<file path="src/rtl/onehot_mask_builder_if.sv">
// Command/publish bundle for onehot_mask_builder: the command stream goes in,
// the committed mask with its popcount comes out.
interface onehot_mask_builder_if #(
   parameter int WIDTH = 4
);
   localparam int IW = $clog2(WIDTH);
   localparam int CW = $clog2(WIDTH + 1);

   // Both channels use valid/ready: a transfer happens on a rising clk edge
   // where valid && ready; the producer holds its payload stable until then.
   logic            in_valid;
   logic            in_ready;
   logic [1:0]      in_op;
   logic [IW-1:0]   in_idx;
   logic            out_valid;
   logic            out_ready;
   logic [WIDTH-1:0] out_mask;
   logic [CW-1:0]   out_count;
   logic            err;

   modport master (
      output in_valid, in_op, in_idx, out_ready,
      input  in_ready, out_valid, out_mask, out_count, err
   );

   modport slave (
      input  in_valid, in_op, in_idx, out_ready,
      output in_ready, out_valid, out_mask, out_count, err
   );
endinterface

</file>
<file path="src/rtl/onehot_mask_builder.sv">
// Accumulates SET/CLEAR/FLUSH commands into a working mask and publishes it,
// with its population count, on COMMIT for the downstream priority decoder.
module onehot_mask_builder #(
   parameter int WIDTH = 4
) (
   input  logic                  clk,
   input  logic                  rst_n,
   onehot_mask_builder_if.slave  bus,
   output logic [0:0]            dbg_state
);
   localparam int IW = $clog2(WIDTH);
   localparam int CW = $clog2(WIDTH + 1);

   localparam logic [0:0] ST_BUILD = 1'b0;
   localparam logic [0:0] ST_HOLD  = 1'b1;

   localparam logic [1:0] OP_SET    = 2'b00;
   localparam logic [1:0] OP_CLEAR  = 2'b01;
   localparam logic [1:0] OP_COMMIT = 2'b10;
   localparam logic [1:0] OP_FLUSH  = 2'b11;

   localparam logic [IW:0] IDX_LIM = (IW + 1)'(WIDTH);

   logic [0:0]       state;
   logic [WIDTH-1:0] wmask;
   logic             out_valid_q;
   logic [WIDTH-1:0] out_mask_q;
   logic [CW-1:0]    out_count_q;
   logic             err_q;

   logic             accept;
   logic             idx_ok;
   logic [WIDTH-1:0] sel;

   function automatic logic [CW-1:0] popcount(input logic [WIDTH-1:0] v);
      logic [CW-1:0] c;
      c = '0;
      for (int i = 0; i < WIDTH; i++) begin
         c = c + CW'(v[i]);
      end
      return c;
   endfunction

   // in_ready is a pure function of state, so out_ready never reaches it.
   assign bus.in_ready  = (state == ST_BUILD);
   assign bus.out_valid = out_valid_q;
   assign bus.out_mask  = out_mask_q;
   assign bus.out_count = out_count_q;
   assign bus.err       = err_q;
   assign dbg_state     = state;

   always_comb begin
      accept = bus.in_valid && (state == ST_BUILD);
      // Indices past WIDTH-1 only exist when WIDTH is not a power of two.
      idx_ok = {1'b0, bus.in_idx} < IDX_LIM;
      sel    = {{(WIDTH-1){1'b0}}, 1'b1} << bus.in_idx;
   end

   always_ff @(posedge clk or negedge rst_n) begin
      if (!rst_n) begin
         state       <= ST_BUILD;
         wmask       <= '0;
         out_valid_q <= 1'b0;
         out_mask_q  <= '0;
         out_count_q <= '0;
         err_q       <= 1'b0;
      end else begin
         err_q <= 1'b0;
         case (state)
            ST_BUILD: begin
               if (accept) begin
                  case (bus.in_op)
                     OP_SET: begin
                        if (idx_ok) wmask <= wmask | sel;
                        else        err_q <= 1'b1;
                     end
                     OP_CLEAR: begin
                        if (idx_ok) wmask <= wmask & ~sel;
                        else        err_q <= 1'b1;
                     end
                     OP_COMMIT: begin
                        out_mask_q  <= wmask;
                        out_count_q <= popcount(wmask);
                        out_valid_q <= 1'b1;
                        wmask       <= '0;
                        state       <= ST_HOLD;
                     end
                     OP_FLUSH: begin
                        wmask <= '0;
                     end
                     default: begin
                        wmask <= wmask;
                     end
                  endcase
               end
            end
            ST_HOLD: begin
               // out_mask/out_count stay put after the handshake; consumers qualify with out_valid.
               if (out_valid_q && bus.out_ready) begin
                  out_valid_q <= 1'b0;
                  state       <= ST_BUILD;
               end
            end
            default: begin
               state <= ST_BUILD;
            end
         endcase
      end
   end
endmodule

</file>
<file path="src/flat_wrapper.sv">
// flat-port wrapper written by rule: the top's interface ports become plain ports
module onehot_mask_builder_flat 
#(
   parameter int WIDTH = 4
)
  (clk, rst_n, dbg_state, bus_in_valid, bus_in_op, bus_in_idx, bus_out_ready, bus_in_ready, bus_out_valid, bus_out_mask, bus_out_count, bus_err);
  onehot_mask_builder_if #(.WIDTH(WIDTH)) bus_i ();
  input  logic clk;
  input  logic rst_n;
  output logic [0:0] dbg_state;
  input wire logic [$bits(bus_i.in_valid)-1:0] bus_in_valid;
  input wire logic [$bits(bus_i.in_op)-1:0] bus_in_op;
  input wire logic [$bits(bus_i.in_idx)-1:0] bus_in_idx;
  input wire logic [$bits(bus_i.out_ready)-1:0] bus_out_ready;
  output wire logic [$bits(bus_i.in_ready)-1:0] bus_in_ready;
  output wire logic [$bits(bus_i.out_valid)-1:0] bus_out_valid;
  output wire logic [$bits(bus_i.out_mask)-1:0] bus_out_mask;
  output wire logic [$bits(bus_i.out_count)-1:0] bus_out_count;
  output wire logic [$bits(bus_i.err)-1:0] bus_err;
  assign bus_i.in_valid = bus_in_valid;
  assign bus_i.in_op = bus_in_op;
  assign bus_i.in_idx = bus_in_idx;
  assign bus_i.out_ready = bus_out_ready;
  assign bus_in_ready = bus_i.in_ready;
  assign bus_out_valid = bus_i.out_valid;
  assign bus_out_mask = bus_i.out_mask;
  assign bus_out_count = bus_i.out_count;
  assign bus_err = bus_i.err;
  onehot_mask_builder #(.WIDTH(WIDTH)) u_core (.clk(clk), .rst_n(rst_n), .bus(bus_i), .dbg_state(dbg_state));
endmodule
</file>
<file path="config.mk">
export PLATFORM = sky130hd
export DESIGN_NAME = onehot_mask_builder_flat
export DESIGN_NICKNAME = d
export VERILOG_FILES = /design/src/rtl/onehot_mask_builder_if.sv /design/src/rtl/onehot_mask_builder.sv /design/src/flat_wrapper.sv
export SDC_FILE = /design/constraint.sdc
export NUM_CORES = 1
export LEC_CHECK = 0
export CAP_MARGIN = 30
export CORE_AREA = 2 2 39 41
export DETAILED_ROUTE_END_ITERATION = 8
export DIE_AREA = 0 0 41 43
export DONT_BUFFER_PORTS = 1
export HOLD_SLACK_MARGIN = 0.06
export SLEW_MARGIN = 40
export SYNTH_ARGS = -nofsm -noshare
export SYNTH_HDL_FRONTEND = slang
export SYNTH_SLANG_ARGS = --single-unit
</file>
<file path="constraint.sdc">
create_clock -name clk -period 2.2 [get_ports clk]
set_clock_uncertainty 0.2 [all_clocks]
set_input_delay 0.22 -clock clk [delete_from_list [all_inputs] [get_ports clk]]
set_output_delay 0.22 -clock clk [all_outputs]
set_load 0.01 [all_outputs]
</file>
# Word-level counts from Yosys, hierarchy flattened
# Cells that the tools add are included.
# totals
ff_bits	13
word_cells	35
output_inout_bits	11
# classes
n_bitwise	4
n_reduce_logical	7
n_addsub	3
muxes	9
shift	1
eq_ne	6
# op_table
cell	count
$pmux W4 S3	1
$add A3 B1 Y3	2
$mux W1	6
$reduce_and A3 Y1	2
$and A4 B4 Y4	1
$eq A2 B2 Y1 const B	2
$ne A2 B1 Y1 const B	2
$not A4 Y4	1
$or A4 B4 Y4	1
$pmux W1 S2	2
$shl A1 B2 Y4 const A	1
$add A1 B1 Y2	1
$eq A2 B1 Y1 const B	1
$logic_and A1 B1 Y1	2
$logic_not A2 Y1	1
$ne A2 B2 Y1 const B	1
$reduce_and A2 Y1	1
$reduce_or A2 Y1	1
$not A1 Y1	1

# Longest topological paths before layout
# Gate-level depths: netlist of run 1.
# depth
ltp_word	4
mapped_depth	4

# Worst setup path before layout of run 1
# Ideal clock, no wire load.
# synth_timing
kind	reg2reg
start	register u_core.wmask[0]
end	register u_core.out_count_q[1], in the netlist u_core.bus.out_count[1]
setup_ns	0.125
path_stages_with_launch	5
path_slack_ns	0.251
path_buffers	0
arrival_ns	1.624
cell_sequence	dfrtp_1 ha_1 fa_1 ha_1 mux2_4
# synth_via
elab_chain_cells	3
# synth_rtl
item	line_no	source
start, declared	onehot_mask_builder.sv:25	logic [WIDTH-1:0] wmask;
start signal, assigned	onehot_mask_builder.sv:74	if (idx_ok) wmask <= wmask | sel;
start signal, assigned	onehot_mask_builder.sv:78	if (idx_ok) wmask <= wmask & ~sel;
start signal, assigned	onehot_mask_builder.sv:92	wmask <= wmask;
$add A1 B1 Y2	onehot_mask_builder.sv:39	c = c + CW'(v[i]);
$add A3 B1 Y3 (2 in series)	onehot_mask_builder.sv:39	
end signal, assigned	onehot_mask_builder.sv:83	out_count_q <= popcount(wmask);
end, declared	onehot_mask_builder.sv:28	logic [CW-1:0] out_count_q;
# Every way passes these cells.
# A chain may end at the register's enable or synchronous reset.

# Worst setup path after layout of run 1
# Same ends and word-level chain as after synthesis.

==> reports/metrics.json, run 1 <==
{
  "run_status": "finished, final reports clean",
  "route.detailed.vias_per_inst": 5.32,
  "grt_usage_pct": 17.1,
  "dpl_cell_area_um2": 661,
  "antenna_found_initial": 0,
  "drv_cap": 0,
  "cts_tree": "yes",
  "clock_latency_ns": 0.27,
  "drive_gt1_share_pct": 21.0,
  "tritoncts_num_sinks": 13,
  "grt_first_pass_wirelength_mm": 1.96,
  "grt_setup_unrepaired": "no",
  "remaining_drc_errors": 0,
  "period_share_pct": 91.5,
  "num-nets-final": 74,
  "synthDistinctLibCells": 20,
  "area_growth_syn_to_layout_pct": 19.0,
  "postCtsResizedCells": 0,
  "max_ir_drop_vdd_mv": 0.529,
  "buffer_levels_on_the_longest_clock_path": 2,
  "critPathArrivalTime_ns": 1.97,
  "io_buffer_count": 0,
  "setup-tns-final_ns": 0,
  "route.detailed.wl_per_inst_um": 15.3,
  "synthesized_cell_area_um2": 644,
  "maximum_level_of_the_cts_h_tree": 1,
  "first_global_vias": 453,
  "dieHeight_um": 43,
  "seq_area_frac_synth_pct": 50.5,
  "layout.cells.most_common": "sky130_fd_sc_hd__dfrtp_1",
  "core_box_area_um2": 1380,
  "path_clk_slew_ns": 0.08,
  "min-delay-start": "bus_in_op[0]",
  "hold_path_depth": 4,
  "die_outline_width_um": 41,
  "max_clock_freq_mhz": 497,
  "postRouteWirelength_mm": 1.19,
  "static_leakage_nw": 0.375,
  "critical_path.n_buffers_inverters": 0,
  "antennaDiodeCount": 0,
  "hpwl_um": 863,
  "finalMaxSlewViolations": 0,
  "power_per_cell_area_nw_per_um2": 1170,
  "synthesized_flop_and_latch_total": 13,
  "hold_path.class": "input port to flip-flop",
  "routabilityCongestion": 0.792,
  "timing.critical_path.from_type": "flip-flop",
  "most_area_consuming_cells_after_synthesis": "sky130_fd_sc_hd__dfrtp_1 (50%), sky130_fd_sc_hd__mux2_4 (16%), sky130_fd_sc_hd__mux2i_1 (4.7%), sky130_fd_sc_hd__ha_1 (3.9%), sky130_fd_sc_hd__nand2_1 (3.5%)",
  "worst_path_most_repeated_cell": "sky130_fd_sc_hd__ha_1",
  "grt_start_max_net_pins": 14,
  "io_pins": 19,
  "dr.first_iter.drc_count": 6,
  "critical_path.reg2reg.endpoint": "u_core.bus.out_count[1]$_DFFE_PN0P_",
  "critical_path.cell_chain": "ha_1 -> fa_1 -> ha_1 -> mux2_4",
  "worstSetupEndpointType": "flip-flop",
  "finish.instance_area_um2": 767,
  "synth_warnings": 0,
  "total_count_of_hold_check_failures_in_the_final_report": 0,
  "die-area_um2": 1760,
  "detail-route-antenna-nets": 0,
  "post-route-min-period_ns": 2.01,
  "detail_route.first_pass.iterations": 3,
  "avgSynthCellArea_um2": 12.9,
  "crit_path_top_delay_cell": "sky130_fd_sc_hd__dfrtp_1",
  "synth_largest_area_cell": "sky130_fd_sc_hd__dfrtp_1",
  "postCtsSetupRepairBufs": 0,
  "timing.max_slew.rel_slack_pct": 62.0,
  "cts-hold-fix-buffers": 8,
  "reg2reg_from": "u_core.wmask[0]$_DFFE_PN0P_",
  "core.rowCount": 14,
  "worst_path_dominant_cell_family": "adder cells",
  "reg2reg_slack_ns": 0.19,
  "stage_delay_of_the_slowest_cell_on_the_critical_path_ns": 0.42,
  "rr_worst_depth": 4,
  "worstPathMaxFanout": 4,
  "ctsRootBufferMaster": "sky130_fd_sc_hd__clkbuf_4",
  "hold_path_end": "u_core.wmask[3]$_DFFE_PN0P_",
  "initial_core_util_pct": 46.6,
  "crit_required_ns": 2.16,
  "setup.worst_path.class": "flip-flop to flip-flop",
  "final_setup_fails": 0,
  "layout.cells.most_common_list": "sky130_fd_sc_hd__dfrtp_1 (13), sky130_fd_sc_hd__dlygate4sd3_1 (8), sky130_fd_sc_hd__mux2_4 (7)",
  "syn-num-nets": 61,
  "utilization_pct": 55.4,
  "routed-via-count": 415,
  "area_share_of_the_leading_cell_type_in_the_synthesized_netlist_pct": 50.5,
  "tritoncts.num_buffers": 3,
  "synthesis.instances": 50,
  "worst_pin_slew_ns": 0.568,
  "global_route.overflow_total": 0
}
layer usage:
layer | vias up | share of wire [%] | global-route usage, %
li1 | 194 | - | -
met1 | 204 | 39 | 16.1
met2 | 15 | 52 | 28.4
met3 | 2 | 7.6 | 7.33
met4 | 0 | 0.67 | 10.0
met5 | - | 0 | 0
area by class of cell:
cell class | count | area (µm²)
tap | 16 | 20.0
clock buffer | 4 | 26.3
inverter | 1 | 3.75
fill | 122 | 617
multi-input combinational | 34 | 297
sequential | 13 | 325
timing repair buffer | 10 | 95.1
state kept, by name, summed over array words and instances, names as in the netlist:
name / cells
u_core.wmask: 4
u_core.bus.out_valid: 1
u_core.bus.out_mask: 4
u_core.bus.out_count: 3
u_core.dbg_state: 1
kinds of logic after synthesis:
group / after synthesis / synth area share (%)
buffers and inverters: 3 / 3.49
adders and majority gates: 3 / 6.99
muxes: 10 / 21.0
DFF: 13 / 50.5
and+or+nand+nor: 13 / 11.3
other: 1 / 0.582
AOI/OAI and AO/OA: 7 / 6.21
worst max path at each step:
stage / start / endpoint / slack [ns] / depth (start not counted)
2_1_floorplan: u_core.wmask[0]$_DFFE_PN0P_ / u_core.bus.out_count[1]$_DFFE_PN0P_ / 0.25 / 4
3_3_place_gp: u_core.wmask[0]$_DFFE_PN0P_ / u_core.bus.out_count[1]$_DFFE_PN0P_ / 0.22 / 4
3_5_place_dp: u_core.wmask[0]$_DFFE_PN0P_ / u_core.bus.out_count[1]$_DFFE_PN0P_ / 0.19 / 4
4_1_cts: u_core.wmask[0]$_DFFE_PN0P_ / u_core.bus.out_count[1]$_DFFE_PN0P_ / 0.18 / 4
5_1_grt: u_core.wmask[0]$_DFFE_PN0P_ / u_core.bus.out_count[1]$_DFFE_PN0P_ / 0.14 / 4
6_report: u_core.wmask[0]$_DFFE_PN0P_ / u_core.bus.out_count[1]$_DFFE_PN0P_ / 0.19 / 4
worst min-delay path: stages:
cell	delay [ns]
sky130_fd_sc_hd__nor3b_2	0.02
sky130_fd_sc_hd__buf_4	0.14
sky130_fd_sc_hd__nand4b_1	0.09
sky130_fd_sc_hd__nand2_1	0.06
power by group:
group          switching (mW)  internal [mW]
sequential              0.130          0.337
combinational           0.104          0.181
clock                  0.0730         0.0701
cells in the mapped netlist:
cell type / count
sky130_fd_sc_hd__dfrtp_1: 13
sky130_fd_sc_hd__mux2_4: 7
sky130_fd_sc_hd__nand2_1: 6
sky130_fd_sc_hd__mux2i_1: 3
sky130_fd_sc_hd__o21ai_0: 3
sky130_fd_sc_hd__a21o_1: 2
sky130_fd_sc_hd__ha_1: 2
sky130_fd_sc_hd__nor2b_1: 2
sky130_fd_sc_hd__a21oi_1: 1
sky130_fd_sc_hd__and2_1: 1
sky130_fd_sc_hd__buf_4: 1
sky130_fd_sc_hd__buf_6: 1
sky130_fd_sc_hd__conb_1: 1
sky130_fd_sc_hd__fa_1: 1
sky130_fd_sc_hd__inv_1: 1
sky130_fd_sc_hd__nand2b_1: 1
sky130_fd_sc_hd__nand4b_1: 1
sky130_fd_sc_hd__nor2_1: 1
sky130_fd_sc_hd__nor3b_2: 1
sky130_fd_sc_hd__o21ai_1: 1
metrics by stage:
stage	std cells	worst slack, ns	power, mW	hold WS [ns]
after floorplan	50	0.251	0.657	-0.276
after global placement	66	0.221	0.701	-0.275
after detailed placement	66	0.192	0.725	-0.275
after CTS	78	0.179	0.909	0.0710
after global routing	78	0.141	0.971	0.127
final	78	0.186	0.895	0.101
No activity file was read; power rests on OpenSTA's default activity.
==> inputs of run 2 (changes only) <==
--- a/config.mk
+++ b/config.mk
@@ -6,11 +6,16 @@
 export NUM_CORES = 1
 export LEC_CHECK = 0
 export CAP_MARGIN = 30
-export CORE_AREA = 2 2 39 41
+export CELL_PAD_IN_SITES_DETAIL_PLACEMENT = 1
+export CELL_PAD_IN_SITES_GLOBAL_PLACEMENT = 1
+export CORE_MARGIN = 2
+export CORE_UTILIZATION = 45
+export CTS_BUF_LIST = sky130_fd_sc_hd__clkbuf_4 sky130_fd_sc_hd__clkbuf_8 sky130_fd_sc_hd__clkbuf_16
 export DETAILED_ROUTE_END_ITERATION = 8
-export DIE_AREA = 0 0 41 43
 export DONT_BUFFER_PORTS = 1
 export HOLD_SLACK_MARGIN = 0.06
+export PLACE_DENSITY_LB_ADDON = 0.1
+export SETUP_SLACK_MARGIN = 0.5
 export SLEW_MARGIN = 40
 export SYNTH_ARGS = -nofsm -noshare
 export SYNTH_HDL_FRONTEND = slang
==> run 2 against run 1 <==
Against the previous run:
- wire length increased by 22%
- setup slack improved by 0.21 ns
- via count increased by 2.7%
- non-clock buffer count increased by 1
- register-to-register slack improved by 0.21 ns
- hold slack got worse by 0.033 ns
- global-route usage increased by 0.79 points
- combinational power increased by 28%
- critical path type unchanged
- critical endpoint unchanged
==> reports/metrics.json, run 2 (synthesis gave the netlist of run 1 again) <==
{
  "run_status": "finished, final reports clean",
  "cts_tree": "yes",
  "detail-route-antenna-nets": {"value": 0, "change": "unchanged"},
  "routabilityCongestion": {"value": 0.763, "change": "-3.6%"},
  "multi_input_area": {"value": 330, "unit": "µm²", "change": "+11%"},
  "final-seq-area": {"value": 327, "unit": "µm²", "change": "+0.38%"},
  "core_box_area": {"value": 1320, "unit": "µm²", "change": "-4.8%"},
  "sequentialPowerShare": {"value": 47.3, "unit": "%", "change": "-4.9 points"},
  "clock_latency": {"value": 0.27, "unit": "ns", "change": "about the same"},
  "grt_usage": {"value": 17.9, "unit": "%", "change": "+0.79 points"},
  "power_frac_clock": {"value": 16.5, "unit": "%", "change": "+0.5 points"},
  "grt_start_max_net_pins": {"value": 14, "change": "unchanged"},
  "max_clock_freq": {"value": 556, "unit": "MHz", "change": "+12%"},
  "initial_core_util": {"value": 48.9, "unit": "%", "change": "+2.3 points"},
  "io_buffer_count": {"value": 0, "change": "unchanged"},
  "crit_path_cell_count": {"value": 4, "change": "unchanged"},
  "crit_required": {"value": 2.16, "unit": "ns", "change": "about the same"},
  "total_count_of_hold_check_failures_in_the_final_report": {"value": 0, "change": "unchanged"},
  "static_leakage": {"value": 0.381, "unit": "nW", "change": "+1.6%"},
  "detail_route.first_pass.iterations": {"value": 4, "change": "+1"},
  "global_route.overflow_total": {"value": 0, "change": "unchanged"},
  "dr.first_iter.drc_count": {"value": 5, "change": "-1"},
  "timing.critical_path.from_type": "flip-flop",
  "critical_path.cell_chain": "ha_4 -> fa_2 -> ha_4 -> mux2_4",
  "period_share": {"value": 81.8, "unit": "%", "change": "-9.8 points"},
  "tritoncts.num_buffers": {"value": 3, "change": "unchanged"},
  "p_sw": {"value": 0.363, "unit": "mW", "change": "+18%"},
  "power_per_cell_area": {"value": 1240, "unit": "nW/µm²", "change": "+6.4%"},
  "remaining_drc_errors": {"value": 0, "change": "unchanged"},
  "antenna_found_initial": {"value": 0, "change": "unchanged"},
  "finalMaxSlewViolations": {"value": 0, "change": "unchanged"},
  "hold_path_depth": {"value": 4, "change": "unchanged"},
  "route.detailed.wl_per_inst": {"value": 18.6, "unit": "µm", "change": "+22%"},
  "finalWorstSetupSlack": {"value": 0.401, "unit": "ns", "change": "+0.215 ns"},
  "route.detailed.vias_per_inst": {"value": 5.46, "change": "+2.7%"},
  "layout.cells.most_common_list": "sky130_fd_sc_hd__dfrtp_1 (12), sky130_fd_sc_hd__mux2_4 (7), sky130_fd_sc_hd__nand2_1 (6), sky130_fd_sc_hd__dlygate4sd3_1 (6)",
  "path_clk_slew": {"value": 0.09, "unit": "ns", "change": "about the same"},
  "ctsRootBufferMaster": "sky130_fd_sc_hd__clkbuf_4",
  "worst_pin_slew": {"value": 0.580, "unit": "ns", "change": "+0.0123 ns"},
  "power.switching_fraction": {"value": 36.1, "unit": "%", "change": "+1.8 points"},
  "utilization": {"value": 61.5, "unit": "%", "change": "+6.1 points"},
  "filler_cell_count": {"value": 134, "change": "+9.8%"},
  "worstSetupEndpointType": "flip-flop",
  "share_comb_of_total_power": {"value": 36.2, "unit": "%", "change": "+4.4 points"},
  "area_growth_syn_to_layout_pct": 25.8,
  "drv_cap": {"value": 0, "change": "unchanged"},
  "first_global_vias": {"value": 466, "change": "+2.9%"},
  "setup.worst_path.class": "flip-flop to flip-flop",
  "buffer_levels_on_the_longest_clock_path": {"value": 2, "change": "unchanged"},
  "post-route-min-period": {"value": 1.80, "unit": "ns", "change": "-0.215 ns"},
  "finish.instance_area": {"value": 811, "unit": "µm²", "change": "+5.7%"},
  "finalPower": {"value": 1.01, "unit": "mW", "change": "+12%"},
  "drive_gt1_share": {"value": 33.3, "unit": "%", "change": "+12 points"},
  "io_pins": {"value": 19, "change": "unchanged"},
  "final_setup_fails": {"value": 0, "change": "unchanged"},
  "die_outline_width": {"value": 41.8, "unit": "µm", "change": "+2.0%"},
  "hold_path.class": "input port to flip-flop",
  "cell_internal_pwr": {"value": 0.644, "unit": "mW", "change": "+9.4%"},
  "max_ir_drop_vdd": {"value": 0.485, "unit": "mV", "change": "-8.3%"},
  "layout.cells.most_common": "sky130_fd_sc_hd__dfrtp_1",
  "timing.max_slew.rel_slack": {"value": 61.2, "unit": "%", "change": "-0.82 points"},
  "tritoncts_num_sinks": {"value": 13, "change": "unchanged"},
  "setup-tns-final": {"value": 0, "unit": "ns", "change": "unchanged"},
  "grt_setup_unrepaired": "yes",
  "rr_worst_depth": {"value": 4, "change": "unchanged"},
  "routed-via-count": {"value": 426, "change": "+2.7%"},
  "critPathArrivalTime": {"value": 1.76, "unit": "ns", "change": "-0.21 ns"},
  "critical_path.n_buffers_inverters": {"value": 0, "change": "unchanged"},
  "postRouteWirelength": {"value": 1.45, "unit": "mm", "change": "+22%"},
  "worst_path_dominant_cell_family": "adder cells",
  "hpwl": {"value": 998, "unit": "µm", "change": "+16%"},
  "stage_delay_of_the_slowest_cell_on_the_critical_path": {"value": 0.42, "unit": "ns", "change": "about the same"},
  "num-nets-final": {"value": 75, "change": "+1.4%"},
  "worst_path_most_repeated_cell": "sky130_fd_sc_hd__ha_4",
  "grt_first_pass_wirelength": {"value": 2.28, "unit": "mm", "change": "+17%"},
  "crit_path_top_delay_cell": "sky130_fd_sc_hd__dfrtp_1",
  "die-area": {"value": 1750, "unit": "µm²", "change": "-0.70%"},
  "maximum_level_of_the_cts_h_tree": {"value": 1, "change": "unchanged"},
  "pre_cts_ws": {"value": 0.326, "unit": "ns", "change": "+0.134 ns"},
  "dieHeight": {"value": 41.8, "unit": "µm", "change": "-2.7%"},
  "antennaDiodeCount": {"value": 0, "change": "unchanged"},
  "dpl_cell_area": {"value": 667, "unit": "µm²", "change": "+0.95%"},
  "worstPathMaxFanout": {"value": 2, "change": "-2"},
  "core.rowCount": {"value": 13, "change": "-1"}
}
==> run 2: worst register-to-register path, delay by kind of cell (launching register included) <==
kind,cells,cell delay [ns]
adders and majority gates,3,0.81
DFF,1,0.42
muxes,1,0.25
==> run 2: path summary, 6_finish.rpt <==
check,start,endpoint,slack [ns]
worst max-delay path,u_core.wmask[1]$_DFFE_PN0P_,u_core.bus.out_count[1]$_DFFE_PN0P_,0.40
worst min-delay path,bus_in_op[0],u_core.wmask[3]$_DFFE_PN0P_,0.07
worst min register to register,u_core.bus.out_count[2]$_DFFE_PN0P_,u_core.bus.out_count[2]$_DFFE_PN0P_,0.39
max in group asynchronous,rst_n,u_core.dbg_state$_DFF_PN0_,1.21
worst max register to register,u_core.wmask[1]$_DFFE_PN0P_,u_core.bus.out_count[1]$_DFFE_PN0P_,0.40
min in group asynchronous,rst_n,u_core.bus.out_mask[2]$_DFFE_PN0P_,0.18
==> run 2: routing by layer <==
metal	share of wire (%)	GRT usage [%]	vias up
li1	-	-	193
met3	6.4	3.91	2
met5	0	0	-
met1	42	21.8	216
met4	0.90	7.74	0
met2	51	30.0	15
==> run 2: power groups by stage <==
stage | logic [mW] | clock network, mW | registers, mW
floorplan | 0.229 | 0 | 0.445
global placement | 0.249 | 0 | 0.470
detailed placement | 0.274 | 0 | 0.483
CTS | 0.335 | 0.161 | 0.467
global route | 0.407 | 0.182 | 0.488
finish | 0.365 | 0.166 | 0.476
==> run 2: repair_timing <==
action	CTS	global route
resized for setup	1	3
pin swaps	1	0
hold buffers	6	0
endpoints found under the hold margin	19	0
setup buffers	3	1
endpoints found under the setup margin	7	7
==> run 2: cell type report <==
type	instances	share of cell area, %
sequential	13	40.3
inverter	1	0.463
multi-input combinational	34	40.7
tap	15	2.31
clock buffer	4	3.70
timing repair buffer	11	12.5
==> run 2: stage by stage <==
stage,hold slack [ns],std cells
after CTS,0.0615,77
final,0.0674,78
after detailed placement,-0.275,64
after global routing,0.0717,78
after global placement,-0.275,64
after floorplan,-0.276,50
==> inputs of run 3 (changes only) <==
==> constraint.sdc (replaced) <==
create_clock -name clk -period 1.72 [get_ports clk]
set_clock_uncertainty 0.2 [all_clocks]
set_input_delay 0.172 -clock clk [delete_from_list [all_inputs] [get_ports clk]]
set_output_delay 0.172 -clock clk [all_outputs]
set_load 0.01 [all_outputs]
==> run 3 against run 2 <==
Against the previous run:
- the run now ends with negative setup slack left
- non-clock buffer count increased by 5
- core utilization increased by 6.6 points
- hold slack improved by 0.034 ns
- sequential cell count unchanged
- die area unchanged
- critical path type unchanged
- largest cell class unchanged
- largest power group is now combinational logic
==> reports/metrics.json, run 3 (synthesis gave the netlist of run 1 again) <==
{
  "finalMaxSlewViolations": {"value": 0, "change": "unchanged"},
  "remaining_drc_errors": {"value": 0, "change": "unchanged"},
  "final_setup_fails": {"value": 2, "change": "+2"},
  "tritoncts_num_sinks": {"value": 13, "change": "unchanged"},
  "multi_input_area": {"value": 344, "unit": "µm²", "change": "+4.2%"},
  "finalPower": {"value": 1.42, "unit": "mW", "change": "+41%"},
  "filler_cell_count": {"value": 121, "change": "-9.7%"},
  "static_leakage": {"value": 0.430, "unit": "nW", "change": "+13%"},
  "detail-route-antenna-nets": {"value": 0, "change": "unchanged"},
  "max_ir_drop_vdd": {"value": 0.617, "unit": "mV", "change": "+27%"},
  "clock_latency": {"value": 0.27, "unit": "ns", "change": "about the same"},
  "grt_first_pass_wirelength": {"value": 2.74, "unit": "mm", "change": "+20%"},
  "initial_core_util": {"value": 48.9, "unit": "%", "change": "unchanged"},
  "global_route.overflow_total": {"value": 0, "change": "unchanged"},
  "routabilityCongestion": {"value": 0.761, "change": "-0.28%"},
  "finalWorstSetupSlack": {"value": -0.102, "unit": "ns", "change": "-0.503 ns"},
  "critPathArrivalTime": {"value": 1.78, "unit": "ns", "change": "+0.02 ns"},
  "power_per_cell_area": {"value": 1580, "unit": "nW/µm²", "change": "+28%"},
  "route.detailed.vias_per_inst": {"value": 5.40, "change": "-1.2%"},
  "setup-tns-final": {"value": -0.133, "unit": "ns", "change": "-0.133 ns"},
  "antennaDiodeCount": {"value": 0, "change": "unchanged"},
  "drv_cap": {"value": 0, "change": "unchanged"},
  "dieHeight": {"value": 41.8, "unit": "µm", "change": "unchanged"},
  "crit_required": {"value": 1.68, "unit": "ns", "change": "-0.48 ns"},
  "path_clk_slew": {"value": 0.08, "unit": "ns", "change": "about the same"},
  "io_pins": {"value": 19, "change": "unchanged"},
  "route.detailed.wl_per_inst": {"value": 20.8, "unit": "µm", "change": "+12%"},
  "power_frac_clock": {"value": 14.9, "unit": "%", "change": "-1.6 points"},
  "buffer_levels_on_the_longest_clock_path": {"value": 2, "change": "unchanged"},
  "layout.cells.most_common": "sky130_fd_sc_hd__dfrtp_1",
  "io_buffer_count": {"value": 0, "change": "unchanged"},
  "maximum_level_of_the_cts_h_tree": {"value": 1, "change": "unchanged"},
  "area_growth_syn_to_layout_pct": 39.4,
  "grt_start_max_net_pins": {"value": 14, "change": "unchanged"},
  "max_clock_freq": {"value": 549, "unit": "MHz", "change": "-1.3%"},
  "antenna_found_initial": {"value": 0, "change": "unchanged"},
  "die-area": {"value": 1750, "unit": "µm²", "change": "unchanged"},
  "cell_internal_pwr": {"value": 0.912, "unit": "mW", "change": "+42%"},
  "grt_setup_unrepaired": "yes",
  "hold_ws": {"value": 0.101, "unit": "ns", "change": "+0.0338 ns"},
  "power.switching_fraction": {"value": 35.9, "unit": "%", "change": "-0.15 points"},
  "p_sw": {"value": 0.511, "unit": "mW", "change": "+41%"},
  "postRouteWirelength": {"value": 1.73, "unit": "mm", "change": "+19%"},
  "final-seq-area": {"value": 327, "unit": "µm²", "change": "unchanged"},
  "cts_tree": "yes",
  "setup.worst_path.class": "flip-flop to flip-flop",
  "total_count_of_hold_check_failures_in_the_final_report": {"value": 0, "change": "unchanged"},
  "num-nets-final": {"value": 80, "change": "+6.7%"},
  "hold_path.class": "input port to flip-flop",
  "tritoncts.num_buffers": {"value": 3, "change": "unchanged"},
  "core_box_area": {"value": 1320, "unit": "µm²", "change": "unchanged"},
  "timing.max_slew.rel_slack": {"value": 61.8, "unit": "%", "change": "+0.57 points"},
  "worstSetupEndpointType": "flip-flop",
  "sequentialPowerShare": {"value": 41.5, "unit": "%", "change": "-5.8 points"},
  "detail_route.first_pass.iterations": {"value": 3, "change": "-1"},
  "worstPathMaxFanout": {"value": 2, "change": "unchanged"},
  "share_comb_of_total_power": {"value": 43.5, "unit": "%", "change": "+7.3 points"},
  "dr.first_iter.drc_count": {"value": 3, "change": "-2"},
  "period_share": {"value": 106, "unit": "%", "change": "+24 points"},
  "run_status": "finished with violations",
  "layout.cells.most_common_list": "sky130_fd_sc_hd__dfrtp_1 (12), sky130_fd_sc_hd__mux2_4 (7), sky130_fd_sc_hd__nand2_1 (6), sky130_fd_sc_hd__buf_6 (6), sky130_fd_sc_hd__dlygate4sd3_1 (5)",
  "routed-via-count": {"value": 448, "change": "+5.2%"},
  "first_global_vias": {"value": 512, "change": "+9.9%"},
  "dpl.cell_count": {"value": 68, "change": "+6.3%"},
  "timing.critical_path.from_type": "flip-flop",
  "core.rowCount": {"value": 13, "change": "unchanged"},
  "finalNonFillerCells": {"value": 83, "change": "+6.4%"},
  "hpwl": {"value": 1.07, "unit": "mm", "change": "+7.0%"},
  "post-route-min-period": {"value": 1.82, "unit": "ns", "change": "+0.0234 ns"},
  "grt_usage": {"value": 21.7, "unit": "%", "change": "+3.9 points"},
  "violations": "negative setup slack",
  "worst_pin_slew": {"value": 0.572, "unit": "ns", "change": "-0.00849 ns"},
  "die_outline_width": {"value": 41.8, "unit": "µm", "change": "unchanged"},
  "ctsRootBufferMaster": "sky130_fd_sc_hd__clkbuf_4",
  "drive_gt1_share": {"value": 44.1, "unit": "%", "change": "+11 points"}
}
==> run 3: cell count changes in the layout (fill, tap and decap cells not counted), sizes merged <==
| cell | change |
|---|---|
| buf | +5 |
| dlygate4sd3 | -1 |
| dlymetal6s4s | +1 |
==> run 3: path summary, 6_finish.rpt <==
| kind | startpoint | endpoint | slack, ns | cells after the start |
|---|---|---|---|---|
| max | u_core.wmask[1]$_DFFE_PN0P_ | u_core.bus.out_count[1]$_DFFE_PN0P_ | -0.10 | 4 |
| min | bus_in_idx[0] | u_core.wmask[1]$_DFFE_PN0P_ | 0.10 | 3 |
| max reg2reg | u_core.wmask[1]$_DFFE_PN0P_ | u_core.bus.out_count[1]$_DFFE_PN0P_ | -0.10 | 4 |
| min reg2reg | u_core.bus.out_count[0]$_DFFE_PN0P_ | u_core.bus.out_count[0]$_DFFE_PN0P_ | 0.38 | 1 |
| max in group asynchronous | rst_n | u_core.dbg_state$_DFF_PN0_ | 0.79 | 1 |
| min in group asynchronous | rst_n | u_core.wmask[3]$_DFFE_PN0P_ | 0.12 | 1 |
==> run 3: power groups by stage <==
stage | logic [mW] | registers (mW) | clock network [mW]
after global placement | 0.412 | 0.578 | 0
after floorplan | 0.296 | 0.575 | 0
after detailed placement | 0.454 | 0.592 | 0
after CTS | 0.540 | 0.598 | 0.210
final | 0.620 | 0.591 | 0.212
after global routing | 0.673 | 0.610 | 0.232
==> run 3: repair_timing <==
action                                  4_1_cts  5_1_grt
gates resized for setup                      10        8
buffers inserted                              1        4
endpoints found under the hold margin        19        0
endpoints found under the setup margin       15       15
pin swaps                                     4        5
hold buffers                                  6        0
==> run 3: area by class of cell <==
cell class	instances	share of cell area, %
multi-input combinational	34	38.3
sequential	13	36.4
timing repair buffer	16	19.2
clock buffer	4	3.34
tap	15	2.09
inverter	1	0.696
==> run 3: metal layers <==
metal	GRT usage, %	up-vias	part of all wire, %
met3	7.39	2	4.5
met5	0	-	0
met1	25.3	225	41
li1	-	204	-
met4	10.3	0	0.93
met2	35.6	17	54
==> run 3: worst max-delay path, cell delays in order (launching register included) <==
cell	delay [ns]
sky130_fd_sc_hd__dfrtp_1	0.42
sky130_fd_sc_hd__ha_4	0.25
sky130_fd_sc_hd__fa_2	0.36
sky130_fd_sc_hd__ha_4	0.22
sky130_fd_sc_hd__mux2_4	0.26
==> run 3: per-stage QoR <==
step	instance area (µm²)	worst slack, ns	util [%]
final	898	-0.102	68.2
after global routing	898	-0.131	68.2
after CTS	843	-0.148	64.0
after detailed placement	717	-0.148	54.4
after global placement	717	-0.0775	54.4
after floorplan	667	-0.0934	-
